--- src/rtl/tblink_rpc_pkt_arb.sv ---
// ---------------------------------------------------------------------------
// tblink_rpc_pkt_arb
//
// Packet-atomic round-robin arbiter. Merges N byte-wide ready/valid packet
// streams onto one output stream. A packet is a header byte, a count byte C,
// then C+1 payload bytes. Once a requester is granted, its whole packet is
// forwarded before any other requester is considered. A halt request stops
// new grants at packet boundaries only.
//
// Ports:
//   uclock     clock, rising edge
//   reset_n    asynchronous active-low reset
//   hreq_i     halt request, blocks new grants
//   hreq_o     halt acknowledge, high while hreq_i=1 and the arbiter is idle
//   req_valid  per-requester valid (bit i = requester i)
//   req_dat    per-requester data (byte i at [8i+7:8i])
//   req_ready  per-requester ready
//   out_valid  output stream valid
//   out_dat    output stream data
//   out_ready  output stream ready
//   gnt_id     index of the granted requester, meaningful while busy=1
//   busy       a packet is in flight
//   pkt_done   one-cycle pulse in the cycle after the last payload beat
// ---------------------------------------------------------------------------
module tblink_rpc_pkt_arb #(
  parameter int N = 2
) (
  input  logic           uclock,
  input  logic           reset_n,
  input  logic           hreq_i,
  output logic           hreq_o,
  input  logic [N-1:0]   req_valid,
  input  logic [8*N-1:0] req_dat,
  output logic [N-1:0]   req_ready,
  output logic           out_valid,
  output logic [7:0]     out_dat,
  input  logic           out_ready,
  output logic [2:0]     gnt_id,
  output logic           busy,
  output logic           pkt_done
);

  typedef enum logic [1:0] {
    IDLE,
    HDR,
    CNT,
    PAY
  } state_t;

  state_t     state;
  logic [2:0] rr_ptr;
  logic [7:0] count;

  // Requester buses widened to the full 8-entry space so that the 3-bit
  // gnt_id can index them directly for any legal N.
  logic [7:0]  valid_ext;
  logic [63:0] dat_ext;
  logic [7:0]  dat_arr [8];

  assign valid_ext = 8'(req_valid);
  assign dat_ext   = 64'(req_dat);

  for (genvar g = 0; g < 8; g++) begin : g_dat
    assign dat_arr[g] = dat_ext[8*g +: 8];
  end

  logic in_pkt;
  logic xfer;

  assign in_pkt    = (state != IDLE);
  assign busy      = in_pkt;
  assign out_dat   = dat_arr[gnt_id];
  assign out_valid = in_pkt & valid_ext[gnt_id];
  assign xfer      = out_valid & out_ready;
  assign hreq_o    = hreq_i & (state == IDLE);

  for (genvar g = 0; g < N; g++) begin : g_ready
    assign req_ready[g] = out_ready & in_pkt & (gnt_id == 3'(g));
  end

  // Round-robin search: first valid index starting at rr_ptr, wrapping mod N.
  logic       pick_found;
  logic [2:0] pick_idx;
  logic [3:0] cand;

  // NOTE: every signal assigned in always_comb gets a default at the top of
  // the block; a path that leaves one unassigned would infer a latch.
  always_comb begin
    pick_found = 1'b0;
    pick_idx   = '0;
    cand       = '0;
    for (int k = 0; k < N; k++) begin
      cand = {1'b0, rr_ptr} + 4'(k);
      if (cand >= 4'(N)) cand = cand - 4'(N);
      if (!pick_found && valid_ext[cand[2:0]]) begin
        pick_found = 1'b1;
        pick_idx   = cand[2:0];
      end
    end
  end

  // Pointer for the next arbitration: the requester after the one just served.
  logic [2:0] next_ptr;
  assign next_ptr = (gnt_id == 3'(N-1)) ? 3'd0 : gnt_id + 3'd1;

  // NOTE: sequential state uses non-blocking assignments only, so every
  // register samples the values from before the edge regardless of order.
  always_ff @(posedge uclock or negedge reset_n) begin
    if (!reset_n) begin
      state    <= IDLE;
      rr_ptr   <= '0;
      gnt_id   <= '0;
      count    <= '0;
      pkt_done <= 1'b0;
    end else begin
      pkt_done <= 1'b0;
      case (state)
        IDLE: begin
          // Costs one bubble cycle per packet; halt only takes effect here,
          // so a packet in flight is never truncated.
          if (!hreq_i && pick_found) begin
            gnt_id <= pick_idx;
            state  <= HDR;
          end
        end
        HDR: begin
          if (xfer) state <= CNT;
        end
        CNT: begin
          if (xfer) begin
            count <= out_dat;
            state <= PAY;
          end
        end
        PAY: begin
          // count holds the number of payload beats still to follow this one.
          if (xfer) begin
            if (count == 8'd0) begin
              state    <= IDLE;
              rr_ptr   <= next_ptr;
              pkt_done <= 1'b1;
            end else begin
              count <= count - 8'd1;
            end
          end
        end
        default: state <= IDLE;
      endcase
    end
  end

endmodule

--- config.mk ---
export PLATFORM = sky130hd
export DESIGN_NAME = tblink_rpc_pkt_arb
export DESIGN_NICKNAME = d
export VERILOG_FILES = /design/src/rtl/tblink_rpc_pkt_arb.sv
export SDC_FILE = /design/constraint.sdc
export NUM_CORES = 1
export LEC_CHECK = 0
export CAP_MARGIN = 40
export CORE_MARGIN = 1
export CORE_UTILIZATION = 46
export DETAILED_ROUTE_END_ITERATION = 16
export DONT_BUFFER_PORTS = 1
export GPL_TIMING_DRIVEN = 1
export PLACE_DENSITY = 0.72
export SYNTH_ARGS = -nofsm -noshare
export SYNTH_HDL_FRONTEND = slang
export SYNTH_SLANG_ARGS = --single-unit
--- constraint.sdc ---
create_clock -name uclock -period 2.45 [get_ports uclock]
set_input_delay 0.49 -clock uclock [delete_from_list [all_inputs] [get_ports uclock]]
set_output_delay 0.49 -clock uclock [all_outputs]
set_load 0.01 [all_outputs]
==> metrics.cfg, run 1 <==
[power]
p_leak_nw = 0.607
pwr-share-clk_pct = 9.2
vdd_ir_drop_max_mv = 0.725
combPwrFrac_pct = 58.8
seqPwrFrac_pct = 31.9
p_int_mw = 0.887
p_switching_mw = 0.768
swShare_pct = 46.4
power_density_mw_per_mm2 = 1220

[logic_synthesis]
syn-num-nets = 168
synth_ff_type = dfrtp_1
syn_area_per_cell_um2 = 9.25
async_flop_share_pct = 100
seq_area_frac_synth_pct = 33.8
yosysWarnings = 0
netlist_area_mm2 = 0.00126
synth_cells = 136
synth_seq_cells = 17
yosysUniqueCellTypes = 34
synth_edf_count = 0

[finish]
final_cell_count_no_fill = 173
fin_area_mm2 = 0.00135
final_util_pct = 53.7
nets = 176
area_delta_synth_final_pct = 7.66
drive_gt1_share_pct = 11.9
diodes = 0

[clocking]
ctsResizeCount = 0
cts_root_buffer = clkbuf_4
cts_buffer_depth = 2
cts_tree = built
cts_sinks = 17
clock_latency_ns = 0.29
cts.htree.levels = 1
numCtsBuffers = 3
path_clk_slew_ns = 0.10

[timing]
tightestPinTransition_ns = 0.828
maxSlewViolCount = 0
final_hold_viol_count = 0
fin_crit_sh_pct = 96.6
worst_clock_skew_ns = 0.00191
maxSlewHeadroom_pct = 44.6
period_needed_ns = 2.37
fmax_mhz = 423
setup_violations = 0

[worst_setup_path]
r2r-end = state[1]
crit_type = register to primary output
reg2reg_depth = 7
critPathMaxFanout = 6
critPathArrivalTime_ns = 1.88
rrSetupSlack_ns = 0.12
crit_end = req_ready[0]
required_ns = 1.96
rr_startpoint = state[0]
critPathLaunchType = register
cp-end-kind = primary output
startpoint = state[0]

[drt]
drt_iter0_markers = 24
dr.pass1.iters = 4
wl_per_cell_um = 16.1
wl_mm = 2.78
vias_per_cell = 5.99
detail-route-antenna-nets = 0
drc = 0
vias = 1037

[die]
die_h_um = 54.3
rows = 18
die-area_mm2 = 0.00295
die_x_um = 54.3
coreArea_mm2 = 0.00252
ios = 39
initial_core_util_pct = 49.9

[grt]
grtUsageTotal_pct = 21.6
grt_max_degree = 18
grt-ovfl-total = 0
grt_pass1_wl_mm = 4.55
antenna_found_initial = 0
grt_pass1_vias = 1056

[hold_path]
min_path_type = primary input to register

[placed_design]
place_congestion = 0.814
place_inst = 165
dpl_cell_area_mm2 = 0.00129
place_hpwl_mm = 2.09
numPortBuffers = 0

[outcome]
status = completed

[run]
cap_violations = 0

[per-stage QoR]
stage / total power, mW / setup TNS (ns) / worst slack (ns) / hold slack, ns
finish: 1.65 / 0 / 0.0838 / 0.396
global route: 1.82 / -0.00158 / -0.00158 / 0.387
CTS: 1.63 / 0 / 0.0662 / 0.392
detailed placement: 1.46 / 0 / 0.113 / 0.195
global placement: 1.42 / 0 / 0.246 / 0.195
floorplan: 1.27 / 0 / 0.312 / 0.194
[critical path, stage by stage, from the launching register on]
cell and delay [ns]:
dfrtp_1 0.41, inv_1 0.09, ha_1 0.28, or4b_4 0.56, nor2_1 0.24
[flip-flops by register name, indices dropped and copies added, names as in the netlist]
register  cells
count         8
gnt_id        3
rr_ptr        3
pkt_done      1
state         2
[layer usage]
metal	global-route usage [%]	vias up	wire length [µm]
met5	0	-	0
met4	5.56	0	16
met3	7.78	4	166
met2	35.0	30	1330
met1	27.2	494	1270
li1	-	509	-
[cell type report]
cell class,count,area (µm²)
fill,236,1170
multi-input combinational,106,776
sequential,17,425
timing repair buffer,7,55.1
tap,30,37.5
inverter,9,33.8
clock buffer,4,26.3
[power groups by stage]
stage	combinational (mW)	clock (mW)	sequential (mW)
floorplan	0.769	0	0.498
global placement	0.899	0	0.520
detailed placement	0.926	0	0.535
CTS	0.939	0.158	0.529
global route	1.11	0.167	0.544
finish	0.973	0.153	0.528
[worst min path at each step]
stage                     depth (start not counted)     from        end  slack [ns]
after detailed placement                          0  reset_n   pkt_done        0.19
after global placement                            0  reset_n   pkt_done        0.19
after global routing                              2   hreq_i  gnt_id[1]        0.39
after floorplan                                   0  reset_n   count[0]        0.19
final                                             2   hreq_i  gnt_id[1]        0.40
after CTS                                         2   hreq_i  gnt_id[1]        0.39
[layout by cell type, fill, tap and decap left out, drive strengths merged]
master	count
a211oi	2
a21o	1
a21oi	12
and2	2
and3	1
buf	6
clkbuf	4
dfrtp	17
dlygate4sd3	1
ha	10
inv	9
mux2	1
mux2i	13
nand2	5
nand2b	2
nand3	2
nand4	4
nand4bb	1
nor2	15
nor2b	3
nor3	7
nor3b	2
o21ai	9
o21bai	1
o22ai	6
o32a	1
o32ai	1
o41ai	1
or2	1
or4b	2
xor2	1
[repair_timing]
action,4_1_cts,5_1_grt
endpoints found under the hold margin,17,0
setup buffers,0,3
setup endpoints to repair,0,3
hold buffers,1,0
[synthesized netlist by cell type, types with 2 or more instances]
| library cell | n | area [µm²] |
|---|---|---|
| mux2i_1 | 13 | 130 |
| o21ai_0 | 9 | 45.0 |
| nor2_1 | 15 | 56.3 |
| dfrtp_1 | 17 | 425 |
| nand2_1 | 5 | 18.8 |
| nand3_1 | 2 | 10.0 |
| o22ai_1 | 6 | 37.5 |
| clkbuf_1 | 2 | 7.51 |
| inv_1 | 9 | 33.8 |
| a21oi_1 | 12 | 60.1 |
| nand4_1 | 4 | 25.0 |
| nor2b_1 | 3 | 18.8 |
| nor3_1 | 5 | 25.0 |
| and2_1 | 2 | 12.5 |
| nand2b_1 | 2 | 12.5 |
| ha_1 | 10 | 125 |
| or4b_4 | 2 | 27.5 |
| nor3b_1 | 2 | 15.0 |
[kinds of logic (layout without fill, tap and decap cells)]
logic type               after synthesis  count (layout)  synth area share, %
AND/OR/NAND/NOR                       47              47                 22.9
AO/OA/AOI/OAI                         34              34                 16.9
flip-flops                            17              17                 33.8
multiplexers                          14              14                 11.2
buffers and inverters                 13              20                 4.48
adder cells (fa/ha/maj)               10              10                 9.95
XOR/XNOR                               1               1                0.697
Power figures use the tool's default switching activity.
==> inputs of run 2 (changes only) <==
- CORE_ASPECT_RATIO: unset -> 1.1
- CORE_MARGIN: 1 -> 2
==> run 2 against run 1 <==
Against the previous run:
- sequential share of layout area grew 0.50 points
- hold slack gained 0.012 ns
- sequential power is essentially flat
- register-to-register slack gained 0.04 ns
- design area shrank 1.6%
- combinational power shrank 3.0%
- non-clock buffer count shrank 3
- routed wire length shrank 3.6%
- setup slack gained 0.072 ns
- critical path type unchanged
- critical endpoint is now req_ready[1]
- largest cell class unchanged
- largest power group unchanged
==> metrics.cfg, run 2 (synthesized netlist as in run 1, its figures left out) <==
[worst_setup_path]
cp_cell_sequence = inv_1 -> ha_1 -> or4b_4 -> nor2_1
crit_end = req_ready[1]
cp_top_family = simple AND/OR/NAND/NOR gates
cp-end-kind = primary output
critPathLaunchType = register
rr_startpoint = count[0]
critPathMaxFanout = 6
crit_type = register to primary output
critPathArrivalTime_ns = 1.80
cp.depth = 4
rrSetupSlack_ns = 0.16
cp_num_buf_inv = 1
startpoint = state[0]
cp_slowest_stage_delay_ns = 0.55
r2r-end = state[1]
crit_path_top_delay_cell = or4b_4
required_ns = 1.96
reg2reg_depth = 7

[placed_design]
dpl_cell_area_mm2 = 0.00130
place_inst = 166
place_congestion = 0.884
numPortBuffers = 0
place_hpwl_mm = 2.09

[finish]
diodes = 0
largest_reg_flops = 8
reg.largest.list = count: 8 flops, gnt_id: 3 flops, rr_ptr: 3 flops
area_delta_synth_final_pct = 5.97
final_cell_count_no_fill = 171
nets = 173
fin_area_mm2 = 0.00133
largest-register = count
final_common_cell = dfrtp_1
mostFrequentLayoutCells = dfrtp_1, nor2_1, mux2i_1
drive_gt1_share_pct = 10.0

[timing]
final_hold_viol_count = 0
worst_clock_skew_ns = 0.00327
maxSlewHeadroom_pct = 49.3
setup_violations = 0
fin_crit_sh_pct = 93.6
period_needed_ns = 2.29
fin_tns_setup_ns = 0
rsz0062_at_grt = false
tightestPinTransition_ns = 0.758
maxSlewViolCount = 0
whs_ns = 0.409
fmax_mhz = 436

[power]
p_int_mw = 0.859
p_leak_nw = 0.593
pwr-share-clk_pct = 9.2
combPwrFrac_pct = 58.3
power_density_mw_per_mm2 = 1220
swShare_pct = 47.0
seqPwrFrac_pct = 32.5
vdd_ir_drop_max_mv = 0.646
p_switching_mw = 0.761

[grt]
grt_pass1_wl_mm = 4.45
grt_pass1_vias = 1017
grt_max_degree = 18
grtUsageTotal_pct = 18.7
grt-ovfl-total = 0
antenna_found_initial = 0

[die]
rows = 19
die_h_um = 58.8
ios = 39
initial_core_util_pct = 49.4
die_x_um = 53.9
die-area_mm2 = 0.00317
coreArea_mm2 = 0.00254

[clocking]
cts.htree.levels = 1
cts_root_buffer = clkbuf_4
numCtsBuffers = 3
cts_buffer_depth = 2
cts_tree = built
clock_latency_ns = 0.28
cts_sinks = 17
path_clk_slew_ns = 0.10

[run]
cap_violations = 0

[drt]
detail-route-antenna-nets = 0
wl_mm = 2.68
dr.pass1.iters = 4
wl_per_cell_um = 15.7
drt_iter0_markers = 18
drc = 0
vias = 1016
vias_per_cell = 5.94

[hold_path]
min_path_type = primary input to register

[outcome]
status = completed

-- run 2: cell type report --
type / instances / area, µm²
fillers: 229 / 1210
flip-flops and latches: 17 / 425
inverters: 9 / 33.8
clock buffers: 4 / 26.3
repair buffers: 4 / 32.5
multi-input cells: 106 / 776
well taps: 31 / 38.8
-- run 2: power by group through the flow --
stage,logic [mW],registers [mW],clock network (mW)
CTS,0.948,0.522,0.151
global placement,0.906,0.521,0
floorplan,0.769,0.498,0
finish,0.944,0.526,0.149
global route,1.07,0.542,0.166
detailed placement,0.933,0.527,0
-- run 2: repair_timing --
item,CTS,global route
hold endpoints to repair,17,0
buffers inserted,0,0
hold buffers,1,0
gates resized for setup,0,0
-- run 2: routing by layer --
metal	vias to the layer above	part of all wire (%)	GRT usage, %
li1	499	-	-
met1	487	45	26.3
met2	28	49	29.3
met3	2	5.4	2.79
met4	0	0.52	5.86
met5	-	0	0
-- run 2: worst min path at each step --
stage | startpoint | end | slack [ns] | cells past startpoint
5_1_grt | hreq_i | gnt_id[1] | 0.40 | 2
3_5_place_dp | reset_n | rr_ptr[1] | 0.19 | 0
2_1_floorplan | reset_n | count[0] | 0.19 | 0
6_report | hreq_i | gnt_id[1] | 0.41 | 2
4_1_cts | hreq_i | gnt_id[1] | 0.40 | 2
3_3_place_gp | reset_n | pkt_done | 0.19 | 0
-- run 2: per-stage QoR --
stage | worst slack (ns) | util [%] | power, mW
floorplan | 0.312 | - | 1.27
global placement | 0.206 | 51.0 | 1.43
detailed placement | 0.175 | 51.0 | 1.46
CTS | 0.136 | 52.4 | 1.62
global route | 0.0166 | 52.4 | 1.77
finish | 0.156 | 52.4 | 1.62
==> inputs of run 3 (changes only) <==
- DONT_BUFFER_PORTS: 1 -> unset
- PLACE_DENSITY: 0.72 -> 0.9
==> run 3 against run 2 <==
Against the previous run:
- critical endpoint is now req_ready[0]
- largest cell class unchanged
- core utilization is 16 points higher
- largest power group unchanged
- critical path depth is 1 higher
- highest routed layer unchanged
- sequential share of layout area is 7.3 points lower
- register-to-register slack worse by 0.05 ns
- design area is 30% higher
- via count is 20% higher
==> metrics.cfg, run 3 (synthesized netlist as in run 1, its figures left out) <==
[outcome]
status = completed

[die]
rows = 19
ios = 39
die_x_um = 53.9
die-area_mm2 = 0.00317
die_h_um = 58.8
coreArea_mm2 = 0.00254
initial_core_util_pct = 49.4

[finish]
largest-register = count
reg.largest.list = count: 8 flops, gnt_id: 3 flops, rr_ptr: 3 flops
final_common_cell = clkdlybuf4s50_1
nets = 213
area_delta_synth_final_pct = 37.5
largest_reg_flops = 8
diodes = 0
drive_gt1_share_pct = 10.0
mostFrequentLayoutCells = clkdlybuf4s50_1, dfrtp_1, nor2_1
final_util_pct = 68.0
fin_area_mm2 = 0.00173

[power]
p_leak_nw = 0.765
p_switching_mw = 0.804
p_int_mw = 1.01
pwr-share-clk_pct = 8.6
vdd_ir_drop_max_mv = 0.755
combPwrFrac_pct = 61.5
swShare_pct = 44.4
seqPwrFrac_pct = 29.8
power_density_mw_per_mm2 = 1050

[timing]
fmax_mhz = 422
tightestPinTransition_ns = 0.773
whs_ns = 0.544
worst_clock_skew_ns = 0.00128
final_hold_viol_count = 0
maxSlewViolCount = 0
rsz0062_at_grt = false
maxSlewHeadroom_pct = 48.3
setup_violations = 0
period_needed_ns = 2.37
fin_crit_sh_pct = 96.8

[hold_path]
hold_start = count[0]
whs_endpoint = count[0]
min_path_type = register to register
hold-path-cell-count = 2

[worst_setup_path]
rr_startpoint = state[0]
cp-end-kind = primary output
crit_type = register to primary output
critPathLaunchType = register
rrSetupSlack_ns = 0.11
critPathMaxFanout = 3
r2r-end = state[1]
critPathArrivalTime_ns = 1.88
reg2reg_depth = 8
required_ns = 1.96

[drt]
drt_iter0_markers = 36
vias = 1219
drc = 0
dr.pass1.iters = 4
vias_per_cell = 5.78
wl_mm = 3.11
wl_per_cell_um = 14.7
detail-route-antenna-nets = 0

[clocking]
path_clk_slew_ns = 0.10
cts_root_buffer = clkbuf_4
cts_tree = built
clock_latency_ns = 0.30
cts_sinks = 17
cts.htree.levels = 1
numCtsBuffers = 3
cts_buffer_depth = 2

[grt]
grt_max_degree = 18
met3_usage_pct = 4.57
top_usage_layer = met2
grt_pass1_wl_mm = 5.18
met2_usage_pct = 38.7
antenna_found_initial = 0
grt-ovfl-total = 0
grtUsageTotal_pct = 22.4
grt_use_met1_pct = 25.2
grt_pass1_vias = 1218

[placed_design]
place_congestion = 0.855
place_hpwl_mm = 2.36
numPortBuffers = 38
dpl_cell_area_mm2 = 0.00168

[run]
cap_violations = 0

## run 3: changes by cell type in the layout (fill, tap and decap cells not counted), sizes merged
cell | before | now
dlygate4sd2 | 0 | 2
dlygate4sd3 | 1 | 0
clkdlybuf4s50 | 0 | 35
buf | 3 | 6
dlymetal6s2s | 0 | 1
## run 3: layout make-up
| cell class | instances | area [µm²] |
|---|---|---|
| inverter | 9 | 33.8 |
| clock buffer | 4 | 26.3 |
| fill | 200 | 815 |
| sequential | 17 | 427 |
| timing repair buffer | 44 | 425 |
| multi-input combinational | 106 | 778 |
| tap | 31 | 38.8 |
## run 3: power by group through the flow
stage / Combinational [mW] / Clock [mW] / Sequential, mW
after floorplan: 0.769 / 0 / 0.498
after global placement: 1.02 / 0 / 0.541
after detailed placement: 1.08 / 0 / 0.553
after CTS: 1.11 / 0.152 / 0.539
after global routing: 1.23 / 0.173 / 0.560
final: 1.12 / 0.156 / 0.541
## run 3: through the flow
step | setup slack (ns) | std cells | power, mW | setup TNS (ns)
2_1_floorplan | 0.312 | 136 | 1.27 | 0
3_3_place_gp | -0.0825 | 205 | 1.56 | -0.197
3_5_place_dp | -0.113 | 205 | 1.63 | -0.286
4_1_cts | 0.0285 | 211 | 1.80 | 0
5_1_grt | 0.0296 | 211 | 1.97 | 0
6_report | 0.0781 | 211 | 1.81 | 0
## run 3: layer usage
| layer | vias to the layer above | wire length, µm |
|---|---|---|
| li1 | 581 | - |
| met2 | 53 | 1570 |
| met5 | - | 0 |
| met3 | 9 | 226 |
| met4 | 0 | 87 |
| met1 | 576 | 1230 |
## run 3: critical path, cell delays in order, from the launching register on
cell           delay (ns)
dfrtp_1              0.38
inv_1                0.08
ha_1                 0.23
or4b_4               0.50
nor2_1               0.11
dlygate4sd2_1        0.28
## run 3: how the worst max path moves through the flow
stage / startpoint / endpoint / cells after the start
floorplan: state[0] / state[1] / 7
global placement: out_ready / req_ready[0] / 4
detailed placement: out_ready / req_ready[0] / 4
CTS: gnt_id[1] / out_valid / 3
global route: state[0] / req_ready[1] / 5
finish: state[0] / req_ready[0] / 5
## run 3: what timing repair did
action	CTS	global route
gates resized for setup	3	2
setup endpoints to repair	3	6
setup buffers	2	0
hold buffers	0	0
